$ cat config.mk
export PLATFORM = sky130hd
export DESIGN_NAME = cond_select_arbiter
export DESIGN_NICKNAME = d
export VERILOG_FILES = /design/src/rtl/cond_select_arbiter.sv
export SDC_FILE = /design/constraint.sdc
export NUM_CORES = 1
export LEC_CHECK = 0
export BUFFER_PORTS_ARGS = -buffer_cell sky130_fd_sc_hd__clkbuf_2
export CAP_MARGIN = 20
export CORE_MARGIN = 2
export CORE_UTILIZATION = 50
export DETAILED_ROUTE_END_ITERATION = 12
export PLACE_DENSITY = 0.76
export SYNTH_ARGS = -nofsm -noshare
export SYNTH_HDL_FRONTEND = slang
export SYNTH_SLANG_ARGS = --single-unit
$ cat constraint.sdc
create_clock -name clk -period 3.85 [get_ports clk]
set_input_delay 0.77 -clock clk [delete_from_list [all_inputs] [get_ports clk]]
set_output_delay 0.77 -clock clk [all_outputs]
set_load 0.02 [all_outputs]
$ cat src/rtl/cond_select_arbiter.sv
// Registered model of priority/unique/unique0 if-else selection plus a round-robin mode,
// with one-cycle violation pulses, saturating violation counters and a sticky error flag.
`timescale 1ns/1ps

module cond_select_arbiter #(
  parameter int N     = 8,
  parameter int CNT_W = 16,
  localparam int IDX_W = $clog2(N)
) (
  input  logic             clk,
  input  logic             rst,
  input  logic             in_valid,
  input  logic [1:0]       mode,
  input  logic [N-1:0]     cond,
  input  logic             has_default,
  input  logic             clr_cnt,
  output logic             out_valid,
  output logic [N-1:0]     grant,
  output logic [IDX_W-1:0] grant_idx,
  output logic             default_hit,
  output logic             overlap_err,
  output logic             nomatch_err,
  output logic [CNT_W-1:0] overlap_cnt,
  output logic [CNT_W-1:0] nomatch_cnt,
  output logic             err_sticky
);

  typedef enum logic [1:0] {
    MODE_PRIORITY = 2'b00,
    MODE_UNIQUE   = 2'b01,
    MODE_UNIQUE0  = 2'b10,
    MODE_RR       = 2'b11
  } mode_e;

  // Returns {hit, index} of the lowest set bit of v.
  function automatic logic [IDX_W:0] lowest_set(input logic [N-1:0] v);
    logic             hit;
    logic [IDX_W-1:0] idx;
    hit = 1'b0;
    idx = '0;
    for (int i = N - 1; i >= 0; i--) begin
      if (v[i]) begin
        hit = 1'b1;
        idx = IDX_W'(i);
      end
    end
    return {hit, idx};
  endfunction

  mode_e              w_mode;
  logic               w_cond_zero;
  logic               w_multi_hit;
  logic               w_low_hit;
  logic [IDX_W-1:0]   w_low_idx;
  logic [2*N-1:0]     w_cond_dbl;
  logic [N-1:0]       w_cond_rot;
  logic               w_rot_hit;
  logic [IDX_W-1:0]   w_rot_off;
  logic [IDX_W:0]     w_rr_sum;
  logic [IDX_W-1:0]   w_rr_idx;
  logic [IDX_W:0]     w_ptr_inc;
  logic [IDX_W-1:0]   w_ptr_next;
  logic               w_sel_hit;
  logic [IDX_W-1:0]   w_sel_idx;
  logic [N-1:0]       w_grant;
  logic               w_default;
  logic               w_overlap;
  logic               w_nomatch;
  logic               w_ovl_pulse;
  logic               w_nom_pulse;

  logic               r_out_valid;
  logic [N-1:0]       r_grant;
  logic [IDX_W-1:0]   r_grant_idx;
  logic               r_default_hit;
  logic               r_overlap_err;
  logic               r_nomatch_err;
  logic [CNT_W-1:0]   r_overlap_cnt;
  logic [CNT_W-1:0]   r_nomatch_cnt;
  logic               r_err_sticky;
  logic [IDX_W-1:0]   r_rr_ptr;

  assign w_mode      = mode_e'(mode);
  assign w_cond_zero = (cond == '0);
  // Clearing the lowest set bit leaves something behind only if two or more bits were set.
  assign w_multi_hit = |(cond & (cond - 1'b1));

  assign {w_low_hit, w_low_idx} = lowest_set(cond);

  // Rotate cond so that bit rr_ptr lands at position 0, then take the lowest hit.
  assign w_cond_dbl = {cond, cond} >> r_rr_ptr;
  assign w_cond_rot = w_cond_dbl[N-1:0];
  assign {w_rot_hit, w_rot_off} = lowest_set(w_cond_rot);

  assign w_rr_sum = {1'b0, r_rr_ptr} + {1'b0, w_rot_off};
  assign w_rr_idx = (w_rr_sum >= (IDX_W+1)'(N)) ? IDX_W'(w_rr_sum - (IDX_W+1)'(N))
                                                 : w_rr_sum[IDX_W-1:0];

  assign w_ptr_inc  = {1'b0, w_rr_idx} + 1'b1;
  assign w_ptr_next = (w_ptr_inc == (IDX_W+1)'(N)) ? '0 : w_ptr_inc[IDX_W-1:0];

  // NOTE: every signal driven here gets a default first so no path leaves it unassigned (no latch).
  always_comb begin
    w_sel_hit = w_low_hit;
    w_sel_idx = w_low_idx;
    w_overlap = 1'b0;
    w_nomatch = 1'b0;
    w_default = w_cond_zero && has_default;
    unique case (w_mode)
      MODE_PRIORITY: begin
        w_nomatch = w_cond_zero && !has_default;
      end
      MODE_UNIQUE: begin
        w_overlap = w_multi_hit;
        w_nomatch = w_cond_zero && !has_default;
      end
      MODE_UNIQUE0: begin
        w_overlap = w_multi_hit;
      end
      MODE_RR: begin
        w_sel_hit = w_rot_hit;
        w_sel_idx = w_rr_idx;
      end
    endcase
  end

  assign w_grant     = w_sel_hit ? (N'(1) << w_sel_idx) : '0;
  assign w_ovl_pulse = in_valid && w_overlap;
  assign w_nom_pulse = in_valid && w_nomatch;

  // NOTE: state is updated with non-blocking assignments so every register samples pre-edge values.
  always_ff @(posedge clk) begin
    if (rst) begin
      r_out_valid   <= 1'b0;
      r_grant       <= '0;
      r_grant_idx   <= '0;
      r_default_hit <= 1'b0;
      r_overlap_err <= 1'b0;
      r_nomatch_err <= 1'b0;
      r_rr_ptr      <= '0;
    end else begin
      r_out_valid   <= in_valid;
      r_grant       <= in_valid ? w_grant : '0;
      r_grant_idx   <= (in_valid && w_sel_hit) ? w_sel_idx : '0;
      r_default_hit <= in_valid && w_default;
      r_overlap_err <= w_ovl_pulse;
      r_nomatch_err <= w_nom_pulse;
      if (in_valid && (w_mode == MODE_RR) && w_rot_hit) begin
        r_rr_ptr <= w_ptr_next;
      end
    end
  end

  // A clear issued alongside an error wins; the pulse itself is still reported above.
  always_ff @(posedge clk) begin
    if (rst || clr_cnt) begin
      r_overlap_cnt <= '0;
      r_nomatch_cnt <= '0;
      r_err_sticky  <= 1'b0;
    end else begin
      if (w_ovl_pulse && (r_overlap_cnt != '1)) begin
        r_overlap_cnt <= r_overlap_cnt + 1'b1;
      end
      if (w_nom_pulse && (r_nomatch_cnt != '1)) begin
        r_nomatch_cnt <= r_nomatch_cnt + 1'b1;
      end
      if (w_ovl_pulse || w_nom_pulse) begin
        r_err_sticky <= 1'b1;
      end
    end
  end

  assign out_valid   = r_out_valid;
  assign grant       = r_grant;
  assign grant_idx   = r_grant_idx;
  assign default_hit = r_default_hit;
  assign overlap_err = r_overlap_err;
  assign nomatch_err = r_nomatch_err;
  assign overlap_cnt = r_overlap_cnt;
  assign nomatch_cnt = r_nomatch_cnt;
  assign err_sticky  = r_err_sticky;

endmodule

==> results of run 1 <==
[cell usage in the layout, fill, tap and decap left out, types with 3 or more instances in the layout]
| cell | Yosys | final |
|---|---|---|
| nor2_1 | 64 | 64 |
| clkbuf_2 | 0 | 62 |
| dfxtp_1 | 51 | 51 |
| nor3_1 | 32 | 32 |
| nand2_1 | 26 | 26 |
| xnor2_1 | 17 | 17 |
| nand3_1 | 16 | 16 |
| buf_4 | 0 | 16 |
| inv_1 | 14 | 14 |
| xor2_1 | 12 | 12 |
| a21oi_1 | 11 | 11 |
| mux2i_1 | 10 | 10 |
| nor4_1 | 9 | 9 |
| o21ai_0 | 8 | 8 |
| nor3b_1 | 7 | 7 |
| ha_1 | 7 | 7 |
| nand4_1 | 6 | 6 |
| clkbuf_8 | 0 | 6 |
| nand2b_1 | 5 | 5 |
| or3_1 | 5 | 5 |
| o31ai_1 | 4 | 4 |
| or4_1 | 3 | 3 |
| nor2b_1 | 3 | 3 |
| a211oi_1 | 3 | 3 |
| mux2_2 | 3 | 3 |
| o211ai_1 | 3 | 3 |
[path summary, 6_finish.rpt]
check	depth (start not counted)	startpoint	end
max	14	r_rr_ptr[2]	r_rr_ptr[2]
min	2	err_sticky	err_sticky
max reg2reg	14	r_rr_ptr[2]	r_rr_ptr[2]
min reg2reg	2	err_sticky	err_sticky
[cells by family after synthesis]
| family | synth area share, % |
|---|---|
| buffers and inverters | 5.18 |
| DFF | 33.6 |
| muxes | 5.88 |
| adders and majority gates | 3.87 |
| xor gates and xnor gates | 8.89 |
| and+or+nand+nor | 31.1 |
| AOI/OAI and AO/OA | 11.5 |
[final cells by class]
class                      instances  area (sq um)  share of cell area, %
inverter                          14          52.6                   1.47
multi-input combinational        294          1860                   52.0
sequential                        51          1020                   28.5
clock buffer                       6          82.6                   2.31
clock inverter                     2          38.8                   1.08
tap                               75          93.8                   2.62
timing repair buffer              78           430                   12.0
[power groups by stage]
stage	Clock (mW)	Sequential [mW]	Combinational, mW
final	0.387	0.544	0.236
after global routing	0.414	0.545	0.264
after CTS	0.398	0.544	0.234
after detailed placement	0	0.556	0.232
after global placement	0	0.556	0.232
after floorplan	0	0.560	0.169
[worst register-to-register path, cell delays in order (launching register included)]
cell and delay (ns):
dfxtp_1 0.58, mux4_2 0.58, a211oi_1 0.17, a2111oi_0 0.09, a21oi_1 0.14, o211ai_1 0.10
o311a_1 0.12, o21ai_0 0.18, ha_1 0.19, fa_1 0.44, ha_1 0.23, xnor2_1 0.13
xnor2_1 0.13, or3_1 0.31, a21oi_1 0.14
[metal layers]
layer	GRT usage, %	up-vias	part of all wire (%)
met1	27.2	1332	46
met3	2.31	6	5.9
met2	36.7	90	47
met4	6.67	0	1.3
li1	-	1461	-
met5	0	-	0
[flip-flops by register name, summed over array words and instances, names as in the netlist]
register     flops
overlap_err      1
nomatch_cnt     16
grant            8
nomatch_err      1
err_sticky       1
r_rr_ptr         3
grant_idx        3
overlap_cnt     16
default_hit      1
out_valid        1
[through the flow]
stage | cells | hold slack (ns) | power [mW] | instance area, sq um
after floorplan | 382 | 0.536 | 0.730 | 3040
after global placement | 512 | 0.465 | 0.787 | 3460
after detailed placement | 512 | 0.479 | 0.788 | 3460
after CTS | 520 | 0.494 | 1.18 | 3580
after global routing | 520 | 0.523 | 1.22 | 3580
final | 520 | 0.487 | 1.17 | 3580
==> flow_metrics.env, run 1 <==
export IMPL_ios=63
export IMPL_hpwl_mm=5.13
export IMPL_grt_pass1_wl_mm=11.4
export IMPL_final_util_pct=60.8
export IMPL_critPathKind="flip-flop to flip-flop"
export IMPL_swShare_pct=27.3
export IMPL_power_density_nw_per_um2=326
export IMPL_p_seq_share_pct=46.6
export IMPL_drcViolationCount=0
export IMPL_port_buffers=62
export IMPL_clockBufferDepth=2
export IMPL_tritoncts="yes"
export IMPL_cts_setup_buffers=0
export IMPL_outcome="complete, no violations"
export IMPL_track_usage_pct=21.1
export IMPL_gp_congestion=0.913
export IMPL_synthTopCellsByArea="dfxtp_1 (34%), nor2_1 (7.9%), nor3_1 (5.3%), xnor2_1 (4.9%), xor2_1 (3.5%)"
export IMPL_htree_levels=2
export IMPL_syn_nets=405
export IMPL_vias=2889
export IMPL_antennaDiodeCount=0
export IMPL_final_antenna_net_count=0
export IMPL_fin_ws_ns=0.270
export IMPL_synth_seq_cells=51
export IMPL_nNetsFinal=467
export IMPL_power_net_switching_uw=318
export IMPL_rsz0062_at_grt="no"
export IMPL_drt_iter0_drc=101
export IMPL_end_kind="flip-flop"
export IMPL_antenna_found_initial=0
export IMPL_worstSkewPairLatency_ns=0.29
export IMPL_max_freq_ghz=0.279
export IMPL_worstMarginPinSlew_ns=0.614
export IMPL_n_fill_cell=534
export IMPL_synth_edf_count=0
export IMPL_yosysTopAreaCell="dfxtp_1"
export IMPL_crit_chain="mux4_2, a211oi_1, a2111oi_0, a21oi_1, o211ai_1, o311a_1, o21ai_0, ha_1, fa_1, ha_1, xnor2_1, xnor2_1, or3_1, a21oi_1"
export IMPL_internal_power_uw=848
export IMPL_avgSynthCellArea_sq_um=7.96
export IMPL_chipWidth_microns=82.0
export IMPL_drt_wl_total_mm=6.93
export IMPL_clk_pin_slew_ns=0.10
export IMPL_synth_top_area_share_pct=33.6
export IMPL_hold_viol_final=0
export IMPL_dr_pass1_iters=4
export IMPL_cp_num_buf_inv=0
export IMPL_reg2reg_slack_ns=0.27
export IMPL_p_leak_nw=1.38
export IMPL_cp_arrival_ns=3.81
export IMPL_setup_violations=0
export IMPL_start_kind="flip-flop"
export IMPL_cts_resized=0
export IMPL_start_util_pct=51.7
export IMPL_grt_max_degree=33
export IMPL_critPathRequiredTime_ns=4.08
export IMPL_crit_slowest_cell="dfxtp_1"
export IMPL_fin_crit_sh_pct=93.0
export IMPL_cp_top_family="compound AO/OA/AOI/OAI gates"
export IMPL_grt_pass1_vias=2629
export IMPL_crit_path_max_fanout=9
export IMPL_cpPeakStageDelay_ns=0.58
export IMPL_synthFlopType="dfxtp_1"
export IMPL_skew_ns=0.00792
export IMPL_slew_headroom_pct=58.8
export IMPL_grt_overflow=0
export IMPL_synth_commonest_cells="nor2_1 (64), dfxtp_1 (51), nor3_1 (32)"
export IMPL_num_rows=28
export IMPL_pre_cts_ws_ns=0.0716
export IMPL_synth_distinct_cells=57
export IMPL_netlist_area_sq_um=3040
export IMPL_hold_class="flip-flop to flip-flop"
export IMPL_ir_worst_vdd_mv=0.238
export IMPL_synthArstFlopShare_pct=0
export IMPL_syn_to_final_growth_pct=17.8
export IMPL_tns_ns=0
export IMPL_ys_seq_area_share_pct=33.6
export IMPL_p_comb_share_pct=20.2
export IMPL_fin_crit_ns=3.58
export IMPL_fp_dieArea_sq_um=6720
export IMPL_power_clock_fraction_pct=33.2
export IMPL_holdBufCountCts=0
export IMPL_synth_most_common_cell="nor2_1"
export IMPL_synthCells=382
export IMPL_viasPerCell=5.56
export IMPL_drive_gt1_share_pct=22.9
export IMPL_clkSinkCount=51
export IMPL_core_sq_um=5890
export IMPL_fp_dieH_microns=82.0
export IMPL_synth_warnings=0
export IMPL_report_final_slew_viol_count=0
export IMPL_cts_root_buf="clkbuf_8"
export IMPL_maxCapViolations=0
export IMPL_cts_buffers=5
export IMPL_wl_per_cell_microns=13.3
Power figures use the tool's default switching activity.
==> run 2, diff against run 1 <==
--- a/config.mk
+++ b/config.mk
@@ -8,9 +8,9 @@
 export BUFFER_PORTS_ARGS = -buffer_cell sky130_fd_sc_hd__clkbuf_2
 export CAP_MARGIN = 20
 export CORE_MARGIN = 2
-export CORE_UTILIZATION = 50
+export CORE_UTILIZATION = 34
 export DETAILED_ROUTE_END_ITERATION = 12
-export PLACE_DENSITY = 0.76
+export PLACE_DENSITY = 0.55
 export SYNTH_ARGS = -nofsm -noshare
 export SYNTH_HDL_FRONTEND = slang
 export SYNTH_SLANG_ARGS = --single-unit
==> run 2 against run 1 <==
Effect of this change:
- cell count grew 6.9%
- fmax up 2.4%
- clock power is 12% lower
- non-clock buffer count up 3
- highest routed layer unchanged
- hold slack better by 0.0056 ns
- register-to-register slack better by 0.14 ns
- sequential power hardly changed
- total power is 3.0% lower
- clock skew is 0.0029 ns higher
==> flow_metrics.env, run 2 (same netlist as run 1, synthesis figures left out) <==
export IMPL_outcome="complete, no violations"
export IMPL_wl_met2_mm=3.48
export IMPL_skew_ns=0.0108
export IMPL_ios=63
export IMPL_cpPeakStageDelay_ns=0.49
export IMPL_crit_slowest_cell="mux4_2"
export IMPL_crit_path_max_fanout=6
export IMPL_fin_crit_sh_pct=90.8
export IMPL_hold_viol_final=0
export IMPL_crit_chain="clkbuf_2, mux4_2, a211oi_2, a2111oi_0, a21oi_1, o211ai_1, o311a_1, o21ai_0, ha_1, fa_1, ha_1, xnor2_1, xnor2_1, or3_1, a21oi_1"
export IMPL_grt_pass1_wl_mm=12.8
export IMPL_hpwl_mm=5.76
export IMPL_fin_ws_ns=0.355
export IMPL_hold_depth=2
export IMPL_clockBufferDepth=2
export IMPL_hold_start="err_sticky"
export IMPL_fp_dieH_microns=98.6
export IMPL_clkSinkCount=51
export IMPL_dp_cells=548
export IMPL_cts_buffers=5
export IMPL_start_kind="primary input"
export IMPL_tns_ns=0
export IMPL_max_freq_ghz=0.286
export IMPL_antennaDiodeCount=0
export IMPL_worstMarginPinSlew_ns=0.793
export IMPL_syn_to_final_growth_pct=19.9
export IMPL_end_kind="flip-flop"
export IMPL_antenna_found_initial=0
export IMPL_num_rows=34
export IMPL_drcViolationCount=0
export IMPL_hold_class="flip-flop to flip-flop"
export IMPL_report_final_slew_viol_count=0
export IMPL_port_buffers=62
export IMPL_dr_pass1_iters=4
export IMPL_final_antenna_net_count=0
export IMPL_power_density_nw_per_um2=310
export IMPL_rsz0062_at_grt="no"
export IMPL_setup_violations=0
export IMPL_ir_worst_vdd_mv=0.180
export IMPL_drt_wl_total_mm=7.65
export IMPL_met1_length_mm=3.64
export IMPL_layout_commonest_cell="nor2_1"
export IMPL_grt_pass1_vias=2617
export IMPL_grt_overflow=0
export IMPL_rr_worst_depth=15
export IMPL_clk_pin_slew_ns=0.10
export IMPL_final_instance_count_excl_fill=556
export IMPL_core_sq_um=8680
export IMPL_cts_root_buf="clkbuf_8"
export IMPL_fin_crit_ns=3.50
export IMPL_track_usage_pct=15.9
export IMPL_grt_max_degree=33
export IMPL_htree_levels=2
export IMPL_maxCapViolations=0
export IMPL_p_leak_nw=1.39
export IMPL_cp_arrival_ns=3.73
export IMPL_hold_end="err_sticky"
export IMPL_final_cell_mix="nor2_1 (64), clkbuf_2 (62), dfxtp_1 (50), nor3_1 (32), nand2_1 (26)"
export IMPL_tritoncts="yes"
export IMPL_crit_reg2reg_launch="r_rr_ptr[2]"
export IMPL_vias=2885
export IMPL_gp_congestion=0.883
export IMPL_r2r_end="r_rr_ptr[2]"
export IMPL_pre_cts_ws_ns=0.0651
export IMPL_viasPerCell=5.19
export IMPL_worstSkewPairLatency_ns=0.31
export IMPL_nNetsFinal=470
export IMPL_fp_dieArea_sq_um=9720
export IMPL_slew_headroom_pct=47.0
export IMPL_wl_met3_microns=404
export IMPL_holdBufCountCts=0
export IMPL_wl_per_cell_microns=13.8
export IMPL_chipWidth_microns=98.6
export IMPL_critPathRequiredTime_ns=4.09
export IMPL_route_top_layer_used="met4"
export IMPL_drive_gt1_share_pct=23.9
export IMPL_n_fill_cell=893
export IMPL_drt_iter0_drc=112
export IMPL_reg2reg_slack_ns=0.41
export IMPL_hold_ws_ns=0.492
export IMPL_critPathKind="primary input to flip-flop"
export IMPL_start_util_pct=35.0
export IMPL_final_util_pct=42.0
[run 2: cell count changes in the layout (fill, tap and decap cells not counted), sizes merged]
cell and delta:
buf +3, inv -1, clkbuf +1, clkinvlp +1
bufinv -1
[run 2: worst max path at each step]
stage,start,endpoint,depth (start not counted)
2_1_floorplan,cond[3],r_rr_ptr[2],16
3_3_place_gp,cond[6],r_rr_ptr[2],15
3_5_place_dp,cond[6],r_rr_ptr[2],15
4_1_cts,r_rr_ptr[1],r_rr_ptr[2],12
5_1_grt,r_rr_ptr[2],r_rr_ptr[2],15
6_report,cond[6],r_rr_ptr[2],15
[run 2: final cells by class]
| type | instances | area, sq um | share of cell area, % |
|---|---|---|---|
| multi-input combinational | 294 | 1870 | 51.2 |
| inverter | 14 | 52.6 | 1.44 |
| tap | 108 | 135 | 3.71 |
| timing repair buffer | 81 | 465 | 12.8 |
| clock inverter | 1 | 7.51 | 0.206 |
| sequential | 51 | 1020 | 28.0 |
| clock buffer | 7 | 96.3 | 2.64 |
[run 2: timing repair]
item                                    in CTS  in global routing
endpoints found under the setup margin       0                  1
gates resized for setup                      0                  2
buffers inserted                             0                  0
[run 2: stage by stage]
step	power, mW	area (sq um)
finish	1.13	3650
global route	1.20	3650
CTS	1.15	3640
detailed placement	0.800	3540
global placement	0.800	3540
floorplan	0.730	3040
[run 2: power breakdown]
| group | internal [mW] | leakage (nW) | switching (mW) | total, mW |
|---|---|---|---|---|
| clock | 0.164 | 0.0505 | 0.178 | 0.342 |
| sequential | 0.536 | 0.412 | 0.00867 | 0.544 |
| combinational | 0.104 | 0.930 | 0.142 | 0.246 |
[run 2: per-layer routing]
layer | vias to the layer above | GRT usage, %
met5 | - | 0
met4 | 0 | 4.43
met3 | 11 | 2.20
met2 | 88 | 25.6
met1 | 1320 | 22.3
li1 | 1466 | -
[run 2: critical path: cells and delay by family]
kind,cells,cell delay [ns]
AO/OA/AOI/OAI,7,0.92
adder cells (fa/ha/maj),3,0.85
AND/OR/NAND/NOR,1,0.31
multiplexers,1,0.49
XOR/XNOR,2,0.27
buffers and inverters,1,0.13
